## src/rtl/boid_refill_ctrl.sv

```systemverilog
// boid_refill_ctrl: redraws every boid into VGA pixel memory after an update pass.
// Define BOID_ERASE_EN to erase each boid's previous pixel before it is redrawn.
module boid_refill_ctrl #(
  parameter int num_boids = 2,
  parameter int COORD_W = 16,
  parameter int SCR_W = 640,
  parameter int SCR_H = 480,
  parameter logic [7:0] BOID_COLOR = 8'hFF,
  parameter logic [7:0] BG_COLOR = 8'h00,
  localparam int IW = (num_boids > 1) ? $clog2(num_boids) : 1
) (
  input  logic clk,
  input  logic reset,
  input  logic start,
  output logic [IW-1:0] bd_rd_addr,
  output logic bd_rd_en,
  input  logic signed [COORD_W-1:0] bd_x,
  input  logic signed [COORD_W-1:0] bd_y,
  output logic [18:0] pix_addr,
  output logic [7:0] pix_data,
  output logic pix_we,
  input  logic pix_ready,
  output logic is_refilling,
  output logic done
);

  typedef enum logic [2:0] {
    S_IDLE, S_RD_REQ, S_RD_WAIT, S_ADDR,
    S_ERASE, S_DRAW, S_NEXT, S_DONE
  } state_e;

  localparam logic [IW-1:0] LAST = IW'(num_boids - 1);

  state_e state_q, state_d;
  logic [IW-1:0] idx_q, idx_d;
  logic signed [COORD_W-1:0] x_q, x_d, y_q, y_d;
  logic [18:0] addr_q, addr_d;
  logic inr_q, inr_d;

  logic signed [18:0] x19, y19;
  logic [18:0] new_addr;
  logic in_range;

  assign x19 = 19'(x_q);
  assign y19 = 19'(y_q);

  assign in_range = (int'(x_q) >= 0) && (int'(x_q) < SCR_W) &&
                    (int'(y_q) >= 0) && (int'(y_q) < SCR_H);

  if (SCR_W == 640) begin : g_a640
    assign new_addr = (y19 << 9) + (y19 << 7) + x19;
  end else begin : g_agen
    assign new_addr = y19 * 19'(SCR_W) + x19;
  end

  assign bd_rd_addr = idx_q;
  assign is_refilling = (state_q != S_IDLE);

`ifdef BOID_ERASE_EN
  logic [18:0] old_addr_q [num_boids];
  logic [num_boids-1:0] old_valid_q;

  // Remember where each boid was drawn so the next pass can erase it
  always_ff @(posedge clk or posedge reset) begin
    if (reset) begin
      old_valid_q <= '0;
      for (int i = 0; i < num_boids; i++) old_addr_q[i] <= '0;
    end else if (state_q == S_NEXT) begin
      old_addr_q[idx_q] <= addr_q;
      old_valid_q[idx_q] <= inr_q;
    end
  end
`endif

  // State and walk registers
  always_ff @(posedge clk or posedge reset) begin
    if (reset) begin
      state_q <= S_IDLE;
      idx_q <= '0;
      x_q <= '0;
      y_q <= '0;
      addr_q <= '0;
      inr_q <= 1'b0;
    end else begin
      state_q <= state_d;
      idx_q <= idx_d;
      x_q <= x_d;
      y_q <= y_d;
      addr_q <= addr_d;
      inr_q <= inr_d;
    end
  end

  // Next state and outputs; outputs are decoded from registered state only
  always_comb begin
    state_d = state_q;
    idx_d = idx_q;
    x_d = x_q;
    y_d = y_q;
    addr_d = addr_q;
    inr_d = inr_q;
    bd_rd_en = 1'b0;
    pix_we = 1'b0;
    pix_addr = '0;
    pix_data = '0;
    done = 1'b0;
    unique case (state_q)
      S_IDLE: begin
        if (start) state_d = S_RD_REQ;
      end
      S_RD_REQ: begin
        bd_rd_en = 1'b1;
        state_d = S_RD_WAIT;
      end
      S_RD_WAIT: begin
        x_d = bd_x;
        y_d = bd_y;
        state_d = S_ADDR;
      end
      S_ADDR: begin
        inr_d = in_range;
        addr_d = new_addr;
        state_d = S_ERASE;
      end
      S_ERASE: begin
        state_d = S_DRAW;
`ifdef BOID_ERASE_EN
        if (old_valid_q[idx_q]) begin
          pix_we = 1'b1;
          pix_addr = old_addr_q[idx_q];
          pix_data = BG_COLOR;
          if (!pix_ready) state_d = S_ERASE;
        end
`endif
      end
      S_DRAW: begin
        state_d = S_NEXT;
        if (inr_q) begin
          pix_we = 1'b1;
          pix_addr = addr_q;
          pix_data = BOID_COLOR;
          if (!pix_ready) state_d = S_DRAW;
        end
      end
      S_NEXT: begin
        if (idx_q == LAST) begin
          idx_d = '0;
          state_d = S_DONE;
        end else begin
          idx_d = idx_q + 1'b1;
          state_d = S_RD_REQ;
        end
      end
      S_DONE: begin
        done = 1'b1;
        state_d = S_IDLE;
      end
      default: state_d = S_IDLE;
    endcase
  end

endmodule

```

## config.mk

```make
export PLATFORM = sky130hd
export DESIGN_NAME = boid_refill_ctrl
export DESIGN_NICKNAME = d
export VERILOG_FILES = /design/src/rtl/boid_refill_ctrl.sv
export SDC_FILE = /design/constraint.sdc
export NUM_CORES = 1
export LEC_CHECK = 0
export ABC_CLOCK_PERIOD_IN_PS = 3900
export CAP_MARGIN = 0
export CORE_UTILIZATION = 55
export CTS_CLUSTER_DIAMETER = 150
export DETAILED_ROUTE_END_ITERATION = 10
export PLACE_DENSITY = 0.84
export RECOVER_POWER = 50
export SLEW_MARGIN = 20
export SYNTH_ARGS = -nofsm -noshare
export SYNTH_HDL_FRONTEND = slang
export SYNTH_SLANG_ARGS = --single-unit
```

## constraint.sdc

```tcl
create_clock -name clk -period 3.9 [get_ports clk]
set_input_delay 0.585 -clock clk [delete_from_list [all_inputs] [get_ports clk]]
set_output_delay 0.585 -clock clk [all_outputs]
set_load 0.1 [all_outputs]
```

==> flow_metrics.py <==
metrics = {
    "floorplanning": {
        "die_area_um2": 5890,
        "core_um2": 5240,
        "die_w_um": 76.7,
        "ios": 68,
        "rows": 26,
        "die_h_um": 76.7,
        "initial_core_util": 0.587,
    },
    "synth": {
        "synthArstFlopShare": 1.00,
        "synth_cells": 286,
        "synth_top_area_frac": 0.456,
        "ys_ff_latch": 56,
        "synth_top_cell_by_area": "dfrtp_1",
        "synthesis.area_um2": 3070,
        "yosys.cell_count.top_type": "dfrtp_1",
        "ys_warn_count": 0,
        "ys_types": 40,
        "ys_top_cells_by_count": "dfrtp_1 (56), nand2_1 (48), mux2_2 (29)",
        "yosysSeqAreaShare": 0.456,
        "synth_area_leaders": "dfrtp_1 (46%), mux2_2 (11%), fa_1 (6.5%)",
        "yosys_most_used_dff": "dfrtp_1",
        "synth_enable_flop_cells": 0,
        "synth_area_per_cell_um2": 10.7,
        "syn_nets": 344,
    },
    "global_routing": {
        "antenna_found_initial": 0,
        "grt_pass1_vias": 2253,
        "grt_overflow_total": 0,
        "grt_pass1_wl_um": 10300,
        "grt_use_total": 0.221,
        "grt_max_degree": 37,
    },
    "timing": {
        "slew_viol_final": 36,
        "rsz0062_at_grt": "false",
        "layout_min_cycle_time_ns": 2.79,
        "maxClockFrequency_ghz": 0.358,
        "min_period_over_period": 0.715,
        "fin_tns_setup_ns": 0,
        "skew_ns": 0.00492,
        "hold_viol": 0,
        "relSlewSlack": -0.172,
        "setup_violations": 0,
        "max_slew.worst_pin.slew_ns": 1.76,
    },
    "clock_tree": {
        "cts_tree": "built",
        "cts-root-buf": "clkbuf_8",
        "cts_resized": 0,
        "clock_path_buffers": 2,
        "cts_setup_buffers": 0,
        "htree_levels": 2,
        "path_clk_slew_ns": 0.09,
        "clock-sinks": 56,
        "postCtsHoldBufs": 0,
        "cts_buffers": 5,
        "clk-insertion-delay-late_ns": 0.30,
    },
    "placed_design": {
        "place.gp.congestion": 0.891,
        "dp.cells": 405,
        "io_buffers": 67,
        "dp_hpwl_um": 4410,
    },
    "critical_path": {
        "path_max_fanout": 12,
        "crit_family": "buffers and inverters",
        "required_ns": 3.31,
        "cp_cell_sequence": "nor3b_1, clkdlybuf4s50_1",
        "slowest_delay_ns": 1.16,
        "crit_arrival_ns": 2.20,
        "cpMaxStageDelayCell": "clkdlybuf4s50_1",
        "endpoint_kind": "output port",
        "critPathBufInv": 1,
        "start_kind": "flop",
        "crit_type": "reg -> out",
    },
    "route": {
        "drc": 0,
        "first_iter_violations": 153,
        "first_pass_iters": 4,
        "post_drt_wl_per_cell_um": 14.3,
        "drtAntennaViolNets": 0,
        "via_per_inst": 5.37,
        "routed_wl_um": 5870,
        "vias": 2208,
    },
    "final_layout": {
        "diodes": 0,
        "fin_cells": 411,
        "drive_above_1_share": 0.185,
        "area_delta_synth_final_pct": 21.7,
        "nNetsFinal": 400,
    },
    "power": {
        "p_leak_nw": 1.73,
        "cellPowerDensity_nw_per_um2": 1010,
        "vdd_drop_max_mv": 0.481,
    },
    "status": {
        "violations": "max-capacitance violations, max-slew violations",
        "status": "finished, violations left",
    },
    "min_path": {
        "hold_class": "reg -> reg",
    },
    "job": {
        "maxCapViolCount": 1,
    },
}
==> cells in the final DEF (no fill, tap or decap), types with 2 or more instances in the layout <==
master / netlist / layout
dfrtp_1: 56 / 56
nand2_1: 48 / 48
clkdlybuf4s50_1: 0 / 37
mux2_2: 29 / 29
buf_4: 9 / 28
and2_1: 19 / 19
o21ai_0: 15 / 15
ha_1: 12 / 12
fa_1: 10 / 10
inv_1: 8 / 8
nor2_1: 7 / 7
xnor2_1: 6 / 6
a21o_1: 5 / 5
clkbuf_8: 0 / 5
a31oi_1: 4 / 4
nand4_1: 4 / 4
and3_1: 4 / 4
nand2b_1: 3 / 3
xor2_1: 3 / 3
a21oi_1: 3 / 3
or4_1: 3 / 3
nand3_1: 3 / 3
clkbuf_1: 7 / 3
nor3b_1: 1 / 2
a211oi_1: 2 / 2
o31ai_1: 2 / 2
a21boi_0: 2 / 2
nor4_1: 2 / 2
nor3_1: 2 / 2
dlygate4sd3_1: 0 / 2
==> sequential cells by signal, summed over array words and instances (netlist names) <==
| name | count |
|---|---|
| addr_q | 19 |
| bd_rd_addr | 1 |
| inr_q | 1 |
| state_q | 3 |
| x_q | 16 |
| y_q | 16 |
==> stage by stage <==
stage | util | setup WS (ns) | power [mW] | area, um^2 | hold slack, ns
detailed placement | 0.700 | 1.24 | 3.42 | 3660 | 0.448
CTS | 0.719 | 1.05 | 3.81 | 3760 | 0.471
finish | 0.714 | 1.11 | 3.79 | 3740 | 0.471
floorplan | - | 0.437 | 2.95 | 3070 | 0.435
global route | 0.714 | 0.709 | 4.16 | 3740 | 0.503
global placement | 0.700 | 1.34 | 3.33 | 3660 | 0.442
==> area by class of cell <==
class / instances / area [um^2]
multi-input cells: 201 / 1510
fillers: 403 / 1500
flip-flops and latches: 56 / 1400
repair buffers: 70 / 612
well taps: 70 / 87.6
clock buffers: 5 / 68.8
clock inverters: 1 / 30.0
inverters: 8 / 30.0
==> power by group <==
part           total [mW]  switching, mW  internal [mW]
sequential           1.13          0.258          0.875
combinational        2.31           1.26           1.05
clock               0.352          0.168          0.184
==> logic make-up after synthesis <==
logic type,count (synthesis),share of synthesized area
xor gates and xnor gates,9,0.0257
muxes,30,0.110
AOI/OAI and AO/OA,38,0.0774
buffers and inverters,29,0.0485
DFF,56,0.456
and+or+nand+nor,102,0.169
adders and majority gates,22,0.114
==> worst register-to-register path, delay by kind of cell, from the launching register on <==
kind | cells | cell delay [ns]
fa+ha+maj | 2 | 1.00
buf+inv | 1 | 0.08
compound gates | 2 | 0.44
simple gates | 3 | 0.74
flops | 1 | 0.36
==> metal layers <==
layer,wire length (um),share of wire,GRT usage
met1,2620,0.45,0.290
met5,0,0,0
met4,55,0.0094,0.0577
met2,2900,0.49,0.378
met3,294,0.050,0.0381
==> final timing paths <==
| kind | startpoint | endpoint | slack, ns | depth (start not counted) |
|---|---|---|---|---|
| worst max-delay path | state_q[0] | bd_rd_en | 1.11 | 2 |
| worst min-delay path | addr_q[2] | addr_q[2] | 0.47 | 2 |
| worst max register to register | x_q[9] | addr_q[16] | 1.23 | 8 |
| worst min register to register | addr_q[2] | addr_q[2] | 0.47 | 2 |
| max in group asynchronous | reset | y_q[0] | 1.20 | 3 |
| min in group asynchronous | reset | x_q[6] | 1.10 | 2 |
(Power assumes the default switching activity.)
